**config.mk**
```make
export PLATFORM = sky130hd
export DESIGN_NAME = timer_ctrl
export DESIGN_NICKNAME = d
export VERILOG_FILES = /design/src/rtl/timer_ctrl.sv
export SDC_FILE = /design/constraint.sdc
export NUM_CORES = 1
export LEC_CHECK = 0
export CELL_PAD_IN_SITES_DETAIL_PLACEMENT = 1
export CELL_PAD_IN_SITES_GLOBAL_PLACEMENT = 1
export CORE_MARGIN = 8
export CORE_UTILIZATION = 50
export CTS_BUF_LIST = sky130_fd_sc_hd__clkbuf_16
export DETAILED_ROUTE_END_ITERATION = 7
export DONT_BUFFER_PORTS = 1
export HOLD_SLACK_MARGIN = 0.15
export PLACE_DENSITY = 0.86
export SETUP_SLACK_MARGIN = 0.5
export SYNTH_ARGS = -nofsm -noshare
export SYNTH_HDL_FRONTEND = slang
export SYNTH_SLANG_ARGS = --single-unit
```
**constraint.sdc**
```tcl
create_clock -name CLOCK_50 -period 2.2 [get_ports CLOCK_50]
set_input_delay 0.22 -clock CLOCK_50 [delete_from_list [all_inputs] [get_ports CLOCK_50]]
set_output_delay 0.22 -clock CLOCK_50 [all_outputs]
set_load 0.02 [all_outputs]
```
**src/rtl/timer_ctrl.sv**
```systemverilog
`default_nettype none
// ============================================================================
// Module   : timer_ctrl
// Purpose  : Control stage for the DE1 countdown timer. It debounces the raw
//            start/load pushbuttons and runs the IDLE/RUN/PAUSE/DONE state
//            machine. It also drives the downstream BCD down-counter with a
//            per-second tick, a run enable and a preset load pulse.
// Ports    : CLOCK_50            - sole clock, rising edge
//            reset               - asynchronous, active-low reset
//            key_start, key_load - raw active-low pushbuttons (asynchronous)
//            sw_preset[7:0]      - BCD preset switches, tens in [7:4]
//            zero_in             - counter reports 00
//            run                 - counter enable level (state == RUN)
//            tick                - one-cycle decrement strobe, only in RUN
//            load                - one-cycle pulse; counter takes preset_bcd*
//            preset_bcd1/0       - latched, clamped preset digits
//            done                - high in DONE
//            state[1:0]          - IDLE=0, RUN=1, PAUSE=2, DONE=3
// Options  : define TIMER_CTRL_AUTORELOAD_EN to reload the latched preset on
//            zero instead of stopping in DONE. A preset of 00 still stops.
// Revision : 1.0 - initial release
// ============================================================================
module timer_ctrl #(
    parameter int DB_CYCLES = 1000000,
    parameter int TICK_DIV  = 50000000
) (
    input  logic       CLOCK_50,
    input  logic       reset,
    input  logic       key_start,
    input  logic       key_load,
    input  logic [7:0] sw_preset,
    input  logic       zero_in,
    output logic       run,
    output logic       tick,
    output logic       load,
    output logic [3:0] preset_bcd1,
    output logic [3:0] preset_bcd0,
    output logic       done,
    output logic [1:0] state
);

    localparam int c_DB_W = $clog2(DB_CYCLES + 1);
    localparam int c_PS_W = $clog2(TICK_DIV);

    localparam logic [c_DB_W-1:0] c_DB_LAST = c_DB_W'(DB_CYCLES - 1);
    localparam logic [c_DB_W-1:0] c_DB_ONE  = c_DB_W'(1);
    localparam logic [c_PS_W-1:0] c_PS_LAST = c_PS_W'(TICK_DIV - 1);
    localparam logic [c_PS_W-1:0] c_PS_ONE  = c_PS_W'(1);

    typedef enum logic [1:0] {
        S_IDLE  = 2'd0,
        S_RUN   = 2'd1,
        S_PAUSE = 2'd2,
        S_DONE  = 2'd3
    } state_t;

    // ------------------------------------------------------------------
    // Key input path: 2-FF synchronizer, then a debounce counter that
    // accepts a new level only after DB_CYCLES consecutive disagreeing
    // samples. A press strobe is registered on the accepted 1->0 change.
    // Bit 0 = start key, bit 1 = load key.
    // ------------------------------------------------------------------
    logic [1:0] w_key_raw;
    logic [1:0] w_press;

    assign w_key_raw = {key_load, key_start};

    for (genvar gi = 0; gi < 2; gi++) begin : g_key
        logic              r_sync1;
        logic              r_sync2;
        logic              r_level;
        logic              r_press;
        logic [c_DB_W-1:0] r_cnt;

        always_ff @(posedge CLOCK_50 or negedge reset) begin
            if (!reset) begin
                r_sync1 <= 1'b1;
                r_sync2 <= 1'b1;
                r_level <= 1'b1;
                r_press <= 1'b0;
                r_cnt   <= '0;
            end else begin
                r_sync1 <= w_key_raw[gi];
                r_sync2 <= r_sync1;
                r_press <= 1'b0;
                if (r_sync2 == r_level) begin
                    // Any agreeing sample restarts the stability count.
                    r_cnt <= '0;
                end else if (r_cnt == c_DB_LAST) begin
                    r_cnt   <= '0;
                    r_level <= r_sync2;
                    r_press <= ~r_sync2;
                end else begin
                    r_cnt <= r_cnt + c_DB_ONE;
                end
            end
        end

        assign w_press[gi] = r_press;
    end

    // A start coinciding with a load is treated as a load only.
    logic w_load_evt;
    logic w_start_evt;

    assign w_load_evt  = w_press[1];
    assign w_start_evt = w_press[0] & ~w_press[1];

    // ------------------------------------------------------------------
    // State machine
    // ------------------------------------------------------------------
    state_t r_state;
    state_t w_next;
    logic   w_load_now;   // issue a load pulse on this edge
    logic   w_take_sw;    // latch the switch preset on this edge

    logic              r_run;
    logic              r_done;
    logic              r_tick;
    logic              r_load;
    logic [c_PS_W-1:0] r_ps;
    logic [7:0]        r_preset;

    always_comb begin
        w_next     = r_state;
        w_load_now = 1'b0;
        case (r_state)
            S_IDLE: begin
                if (w_load_evt) begin
                    w_load_now = 1'b1;
                end else if (w_start_evt) begin
                    w_next = S_RUN;
                end
            end
            S_RUN: begin
                // Zero wins over any key event; load keys are ignored here.
                if (zero_in) begin
`ifdef TIMER_CTRL_AUTORELOAD_EN
                    // Reloading a 00 preset would loop forever, so stop.
                    if (r_preset == 8'h00) begin
                        w_next = S_DONE;
                    end else begin
                        w_load_now = 1'b1;
                    end
`else
                    w_next = S_DONE;
`endif
                end else if (w_start_evt) begin
                    w_next = S_PAUSE;
                end
            end
            S_PAUSE: begin
                if (w_load_evt) begin
                    w_load_now = 1'b1;
                    w_next     = S_IDLE;
                end else if (w_start_evt) begin
                    w_next = S_RUN;
                end
            end
            S_DONE: begin
                if (w_load_evt) begin
                    w_load_now = 1'b1;
                    w_next     = S_IDLE;
                end else if (w_start_evt) begin
                    w_next = S_IDLE;
                end
            end
            default: begin
                w_next = S_IDLE;
            end
        endcase
    end

    // Only key-driven loads take new switches; an autoreload in RUN reuses
    // the preset that is already latched.
    assign w_take_sw = w_load_now & (r_state != S_RUN);

    // ------------------------------------------------------------------
    // Prescaler: cleared on IDLE->RUN and advanced only while in RUN.
    // Resuming from PAUSE continues from the held count. If RUN is left
    // exactly on the terminal count, that count is held so the pending
    // tick is issued right after a resume instead of being lost.
    // ------------------------------------------------------------------
    logic [c_PS_W-1:0] w_ps_next;
    logic              w_tick_now;

    always_comb begin
        w_ps_next  = r_ps;
        w_tick_now = 1'b0;
        if (r_state == S_IDLE && w_next == S_RUN) begin
            w_ps_next = '0;
        end else if (r_state == S_RUN) begin
            if (r_ps == c_PS_LAST) begin
                if (w_next == S_RUN) begin
                    w_ps_next  = '0;
                    w_tick_now = 1'b1;
                end
            end else begin
                w_ps_next = r_ps + c_PS_ONE;
            end
        end
    end

    function automatic logic [3:0] f_clamp_bcd(input logic [3:0] nib);
        return (nib > 4'd9) ? 4'd9 : nib;
    endfunction

    // ------------------------------------------------------------------
    // Registers. run/done decode the next state so that they move on the
    // same edge as the state itself.
    // ------------------------------------------------------------------
    always_ff @(posedge CLOCK_50 or negedge reset) begin
        if (!reset) begin
            r_state  <= S_IDLE;
            r_run    <= 1'b0;
            r_done   <= 1'b0;
            r_tick   <= 1'b0;
            r_load   <= 1'b0;
            r_ps     <= '0;
            r_preset <= 8'h00;
        end else begin
            r_state <= w_next;
            r_run   <= (w_next == S_RUN);
            r_done  <= (w_next == S_DONE);
            r_tick  <= w_tick_now;
            r_load  <= w_load_now;
            r_ps    <= w_ps_next;
            if (w_take_sw) begin
                r_preset <= {f_clamp_bcd(sw_preset[7:4]), f_clamp_bcd(sw_preset[3:0])};
            end
        end
    end

    assign run         = r_run;
    assign done        = r_done;
    assign tick        = r_tick;
    assign load        = r_load;
    assign preset_bcd1 = r_preset[7:4];
    assign preset_bcd0 = r_preset[3:0];
    assign state       = r_state;

endmodule
`default_nettype wire

```
==> After elaboration in Yosys (flattened, before gate mapping) <==
Cells that the tools add are included.
{ "word_totals": {"regBits": 88, "out_inout_bits": 14} }
{ "op_classes": {"addsub": 3, "order_cmp": 2, "n_eq_ne": 12, "n_mux": 28, "n_bitwise": 7, "n_reduce_logical": 7} }
{ "op_table": {"columns": ["op", "n"], "rows": [
  ["26-bit two-way mux", 4],
  ["20-bit two-way mux", 4],
  ["20-bit by 1-bit adder with 20-bit output, second input constant", 2],
  ["20-bit == test, second input constant", 2],
  ["26-bit by 1-bit adder with 26-bit output, second input constant", 1],
  ["26-bit == test, second input constant", 1],
  ["2-bit two-way mux", 7],
  ["1-bit two-way mux", 10],
  ["4-bit > comparator, second input constant", 2],
  ["4-bit two-way mux", 2],
  ["2-bit case mux with 4 select lines", 1],
  ["2-bit == test, second input constant", 3],
  ["2-bit AND reduction", 3],
  ["1-bit inverter", 5],
  ["2-bit by 1-bit == test with 1-bit output, second input constant", 2],
  ["3-bit inequality test, second input constant", 1],
  ["3-bit OR reduction", 1],
  ["1-bit AND", 2],
  ["1-bit == test", 2],
  ["2-bit zero test", 1],
  ["2-bit by 1-bit inequality test with 1-bit output, second input constant", 1],
  ["2-bit nonzero test", 1],
  ["1-bit logical AND", 1]
]} }

==> Depth between registers and ports, before layout <==
{ "logic_depth": {"word_depth": 10, "ltp_mapped": 7, "depth_no_buf": 6} }

==> Least setup slack after synthesis <==
OpenSTA, ideal clock, no wires.
{ "synth_path": {"path_kind": "register -> register", "from": "register r_state[0] (netlist: state[0])", "to": "register r_ps[25]", "setup_ns": 0.119, "arrival_ns": 1.883, "required_ns": 2.081, "path_slack_ns": 0.198, "stages_incl_launch_ff": 7, "n_path_buf": 1, "period_less_slack_ns": 2.002, "path_cell_list": "dfrtp_1 buf_2 or3b_2 o31ai_2 nand3_1 a21oi_1 o21ba_2"} }
{ "synth_between": {"elab_chain_len": 7} }
{ "synth_lines": {"columns": ["element", "line", "text"], "rows": [
  ["start, declared", "112", "state_t r_state;"],
  ["start signal, assigned", "222", "r_state <= w_next;"],
  ["2-bit two-way mux, on equally long branches (2 in series)", null, null],
  ["2-bit case mux with 4 select lines", "127", "case (r_state)"],
  ["2-bit by 1-bit == test with 1-bit output", "190, 194", null],
  ["1-bit logical AND", "190", "if (r_state == S_IDLE && w_next == S_RUN) begin"],
  ["3-bit inequality test (no source line) or 2-bit nonzero test (tied branches)", null, null],
  ["2-bit AND reduction (no source line)", null, null],
  ["end signal, assigned", "227", "r_ps <= w_ps_next;"],
  ["end, declared", "121", "logic [c_PS_W-1:0] r_ps;"]
]} }
Several ways; a longest one is shown, not always the timed one.
A chain may end at the register's enable or synchronous reset.

==> Final worst setup path <==
{ "layout_path": {"from": "register r_ps[13]", "to": "register r_ps[24]"} }
{ "layout_between": {"elab_chain_len": 4} }
{ "layout_lines": {"columns": ["element", "line", "text"], "rows": [
  ["26-bit by 1-bit adder with 26-bit output or 26-bit == test (tied branches)", "199, 193", null],
  ["26-bit two-way mux", "193", "if (r_ps == c_PS_LAST) begin"],
  ["26-bit two-way mux", "192", "end else if (r_state == S_RUN) begin"],
  ["26-bit two-way mux", "190", null]
]} }
Several ways; a longest one is shown, not always the timed one. The select of a mux whose other input is x is not followed.

==> flow_summary.json <==
{
  "totalWireLength_mm": 22.3,
  "grt_pass1_wl_mm": 27.5,
  "syn_to_final_growth_pct": 41.5,
  "critical_path.cell_chain": "nand4_1, or4_4, o21ai_1, a21oi_4, buf_6, a21oi_2",
  "die_y_um": 110,
  "globalplace.congestion": 0.815,
  "worst_slew_pin_slew_ns": 0.812,
  "grt_max_degree": 89,
  "synth_fp_nets": 457,
  "start_util_pct": 50.9,
  "rrSetupSlack_ns": -0.09,
  "crit_arrival_ns": 2.56,
  "final_cells": 649,
  "vias_per_cell": 7.14,
  "synth_top_family_by_area": "simple AND/OR/NAND/NOR gates",
  "reg2reg_to": "r_ps[24]",
  "vias": 4633,
  "total_power_mw": 3.60,
  "power.leakage_nw": 2.61,
  "synth_compound_area_share_pct": 9.52,
  "pwr_density_cell_mw_per_mm2": 581,
  "synth-main-ff-cell": "dfrtp_1",
  "ir_drop_uv": 443,
  "critPathKind": "flop to flop",
  "finalCriticalPeriod_ns": 2.29,
  "dp_worst_setup_slack_ns": -0.0159,
  "endpoint_kind": "flop",
  "dieWidth_um": 110,
  "drc_errors": 0,
  "worst_slack_ns": -0.0858,
  "boundaryPins": 27,
  "coreArea_mm2": 0.00859,
  "synthMuxAreaShare_pct": 2.20,
  "dpl_cell_area_mm2": 0.00466,
  "synth_xor_area_share_pct": 8.40,
  "antenna_left": 0,
  "finalSetupTns_ns": -0.238,
  "cts_tree": "built",
  "grt_pass1_vias": 4762,
  "avgRoutedWirePerCell_um": 34.3,
  "drtPass1Iterations": 5,
  "fin_util_pct": 72.1,
  "startpoint": "r_ps[13]",
  "overflow": 0,
  "synthAdderAreaFrac_pct": 0.858,
  "layout.cells.most_common_list": "dfrtp_1, buf_4, nor2_1",
  "final_common_cell": "dfrtp_1",
  "violations": "negative hold slack, negative setup slack",
  "drive_above_1_share_pct": 38.3,
  "max_stage_delay_ns": 0.64,
  "final_max_slew_viol_count": 0,
  "ys_types": 57,
  "status": "finished, violations left",
  "timing.hold.ws_ns": -0.450,
  "root_buffer": "clkbuf_16",
  "syn_area_mm2": 0.00438,
  "nFillCells": 841,
  "grt_setup_unrepaired": "yes",
  "slowest_stage": "or4_4",
  "ys_seq_elements": 88,
  "finalClockSkew_ns": 0.0152,
  "dp_hpwl_mm": 8.06,
  "synth_warnings": 0,
  "drv_cap": 0,
  "avgSynthCellArea_um2": 9.92,
  "fin_area_mm2": 0.00619,
  "clock_tree.htree_level_count": 3,
  "rows": 34,
  "cts_sinks": 88,
  "synth-simple-area-share_pct": 25.9,
  "async_flop_share_pct": 100,
  "r2r_cells": 6,
  "required_ns": 2.47,
  "cts_max_path_buffers": 2,
  "antenna_found_initial": 1,
  "grt_usage_pct": 30.7,
  "yosysSeqAreaShare_pct": 50.5,
  "cts_hold_buf": 11,
  "numCtsBuffers": 9,
  "critPathLaunchType": "flop",
  "relSlewSlack_pct": 45.7,
  "clk_pin_slew_ns": 0.08,
  "drtIter0Drc": 420,
  "fmax_ghz": 0.437,
  "period_share_pct": 104,
  "syn-instance-count": 441,
  "synth_edf_count": 0,
  "min_path_type": "input port to async pin",
  "die_area_mm2": 0.0120,
  "cp_max_fo": 4,
  "io_buffers": 0,
  "r2r_start": "r_ps[13]",
  "final_nets": 552,
  "n_antenna_cell": 0,
  "setup_viol": 5,
  "clk_latency_ns": 0.36,
  "finalHoldViolCount": 88,
  "placed_cells_incl_taps": 555
}
[worst max-delay path: cells and delay by family (launching register included)]
family | cells | cell delay (ns)
compound gates | 3 | 0.73
buf+inv | 1 | 0.18
flops | 1 | 0.40
simple gates | 2 | 0.88
[cells in the mapped netlist, types with 6 or more instances]
cell      count  area, um^2
a21oi_1       7        35.0
inv_1        14        52.6
dfstp_2       6         158
nor2_1       56         210
and2_1        6        37.5
o21ai_0      16        80.1
dfrtp_1      82        2050
xor2_1       21         184
nand3_1      34         170
nand4_1      15        93.8
nor3_1        9        45.0
a211oi_1     10        75.1
clkbuf_1     11        41.3
nand2_1      30         113
and3_1       17         106
xnor2_1      21         184
[worst max path at each step]
stage	to	slack, ns	depth (start not counted)
4_1_cts	r_ps[10]	0.29	7
5_1_grt	r_ps[24]	-0.24	6
3_5_place_dp	r_ps[17]	-0.02	7
6_report	r_ps[24]	-0.09	6
2_1_floorplan	r_ps[8]	0.31	7
3_3_place_gp	r_ps[16]	0.18	7
[timing repair]
action | 4_1_cts | 5_1_grt
buffers inserted | 39 | 22
pin swaps | 33 | 29
gates resized for setup | 74 | 54
cloned | 4 | 2
hold endpoints to repair | 98 | 88
setup endpoints to repair | 71 | 61
[layout make-up]
class	instances	area [um^2]	area share, %
Tap cell	108	135	2.18
Clock inverter	7	101	1.64
Clock buffer	9	225	3.64
Inverter	14	56.3	0.909
Timing Repair Buffer	93	822	13.3
Multi-Input combinational cell	330	2630	42.5
Sequential cell	88	2220	35.9
[metal layers]
| metal | vias to the layer above | part of all wire (%) | global-route usage [%] |
|---|---|---|---|
| met4 | 0 | 8.9 | 19.4 |
| met2 | 357 | 51 | 56.9 |
| li1 | 1768 | - | - |
| met1 | 2343 | 32 | 31.2 |
| met5 | - | 0 | 0 |
| met3 | 165 | 8.1 | 5.45 |
[registers in the layout (all words and copies together), names as in the netlist, 2 cells and up]
register / cells
g_key.r_press: 2
state: 2
g_key.r_sync1: 2
g_key.r_sync2: 2
r_preset: 8
g_key.r_cnt: 40
g_key.r_level: 2
r_ps: 26
[report_power, final]
part / switching, mW / total, mW / internal (mW)
combinational: 0.0633 / 0.118 / 0.0545
sequential: 0.0221 / 1.66 / 1.63
clock: 0.809 / 1.82 / 1.01
[logic make-up (layout without fill, tap and decap cells)]
group / count (synthesis) / count (layout)
AOI/OAI and AO/OA: 61 / 62
xor gates and xnor gates: 42 / 42
and+or+nand+nor: 210 / 214
DFF: 88 / 88
adders and majority gates: 3 / 3
muxes: 9 / 9
buffers and inverters: 28 / 123
No activity file was read; power rests on OpenSTA's default activity.
==> RTL edit, RTL diff (same flow settings) <==
Add a define of `TIMER_CTRL_AUTORELOAD_EN`.
--- a/src/rtl/timer_ctrl.sv
+++ b/src/rtl/timer_ctrl.sv
@@ -22,2 +22,4 @@
 // ============================================================================
+`define TIMER_CTRL_AUTORELOAD_EN
+
 module timer_ctrl #(
Formal check against the unedited RTL: same outputs for any inputs over 10 cycles, from zero or initial values and one cycle with reset low; that may be too few to reach the edited logic, so the function may still have changed.
==> RTL edit against the original RTL <==
- the flow still finishes with violations (hold timing, setup timing)
- clock skew is 0.0019 ns lower
- sequential cell count stayed put
- setup slack worse by 0.54 ns
- wire length grew 5.5%
- die area decreased by 0.13%
- first-iteration DRC count rose by 37%
- power down 3.3%
- combinational power increased by 31%
- area after synthesis is 0.14% lower
- design area up 2.2%
- count of clock-buffer cells in the layout unchanged
- critical path type unchanged
==> RTL edit: results <==
group,metric,value,unit
global_route,grt_pass1_wl,27500,um
place,place_ws,0.105,ns
clock_network,hold_buffers,11,
worst_setup_path,critPathLaunch,"r_ps[15]",
synthesis,synth_fp_nets,457,
clock_network,root_buffer,"clkbuf_16",
routing,highest_layer,"met5",
worst_setup_path,cp_max_fo,4,
worst_setup_path,slowest_stage,"o31ai_1",
synthesis,ys.flop_type,"dfrtp_1",
worst_setup_path,crit_family,"compound AO/OA/AOI/OAI gates",
routing,vias,4842,
timing,whs,-0.465,ns
clock_network,clk-insertion-delay-late,0.37,ns
place,dp_hpwl,7870,um
timing,worst_clock_skew,0.0132,ns
worst_setup_path,slowest_delay,0.76,ns
synthesis,synth-warning-count,0,
timing,timing.final.hold_violations,88,
clock_network,htreeDepth,3,
global_route,grt_start_max_net_pins,89,
global_route,grtUsageTotal,0.307,
power,leakage,0.00249,uW
clock_network,ctsLongestPathBuffers,2,
clock_network,cts_buffers,9,
synthesis,yosys-top-cells-count,"82 x dfrtp_1, 63 x nor2_1, 32 x nand2_1",
routing,drt_iter0_markers,575,
timing,slew_headroom,0.306,
synthesis,synthTopCellsByArea,"dfrtp_1 47%, nor2_1 5.4%, xnor2_1 5.4%",
synthesis,async_flop_share,1.00,
synthesis,ys_seq_area_frac,0.506,
timing,fin_ws,-0.631,ns
status,status,"finished with violations",
clock_network,path_clk_slew,0.08,ns
place,gp_congestion,0.822,
routing,first_pass_iters,7,
cells_and_area,nNetsFinal,560,
power,vdd_drop_max,0.472,mV
status,failed_checks,"hold timing, setup timing",
cells_and_area,top_regs,"g_key.r_cnt (40), r_ps (26), r_preset (8)",
cells_and_area,drive_above_1_share,0.428,
routing,wl_met3,2230,um
hold_path,hold_class,"input port to asynchronous set/reset pin",
routing,wl_per_cell,35.7,um
synthesis,ys_types,53,
place,portBuffers,0,
worst_setup_path,cp.arrival,3.03,ns
routing,wl_met2,11800,um
routing,wl_met1,7510,um
timing,final-setup-viol-count,12,
global_route,antenna_found_initial,2,
-- RTL edit: area by class of cell --
type                       count  area (um^2)
clock inverter                 7         76.3
antenna                        1         2.50
tap                          108          135
multi-input combinational    339         2800
timing repair buffer          94          820
sequential                    88         2220
fill                         821         2260
clock buffer                   9          225
inverter                      12         45.0
-- RTL edit: cell families after synthesis --
| family | Yosys count | synth area share |
|---|---|---|
| fa+ha+maj | 3 | 0.00859 |
| xor+xnor | 41 | 0.0822 |
| buf+inv | 21 | 0.0289 |
| flops | 88 | 0.506 |
| compound gates | 60 | 0.0876 |
| mux | 9 | 0.0220 |
| simple gates | 219 | 0.265 |
-- RTL edit: report_power, final --
group	internal, uW	leakage (uW)	switching (uW)	total (uW)
Combinational	67.1	0.00125	87.4	154
Sequential	1630	0.00109	21.5	1660
Clock	897	0.000150	771	1670
Total	2600	0.00249	880	3480
-- RTL edit: repair_timing --
| item | in CTS | in global routing |
|---|---|---|
| endpoints found under the setup margin | 75 | 75 |
| resized for setup | 68 | 90 |
| endpoints found under the hold margin | 99 | 88 |
| buffers inserted | 37 | 25 |
| pin swaps | 18 | 40 |
| cloned | 6 | 2 |
-- RTL edit: per-stage QoR --
stage,instances,hold WS (ns),TNS [ns],cell area (um^2)
6_report,658,-0.465,-0.948,6330
5_1_grt,658,-0.458,-2.21,6330
4_1_cts,630,-0.444,0,5740
3_5_place_dp,560,-0.0730,0,4640
3_3_place_gp,560,-0.0729,0,4640
2_1_floorplan,441,-0.0756,0,4450
-- RTL edit: final timing paths --
| kind | to | slack, ns | depth (start not counted) |
|---|---|---|---|
| min in group CLOCK_50 | r_preset[0] | 0.11 | 2 |
| min | r_preset[5] | -0.47 | 0 |
| min reg2reg | g_key[1].r_sync2 | 0.36 | 0 |
| max reg2reg | r_ps[2] | -0.63 | 8 |
| max | r_ps[2] | -0.63 | 8 |
| max in group asynchronous | g_key[0].r_sync1 | 2.45 | 0 |
-- RTL edit: layer usage --
metal,track usage,up-vias
li1,-,1788
met1,0.303,2413
met2,0.565,446
met3,0.0586,193
met4,0.219,2
met5,0,-
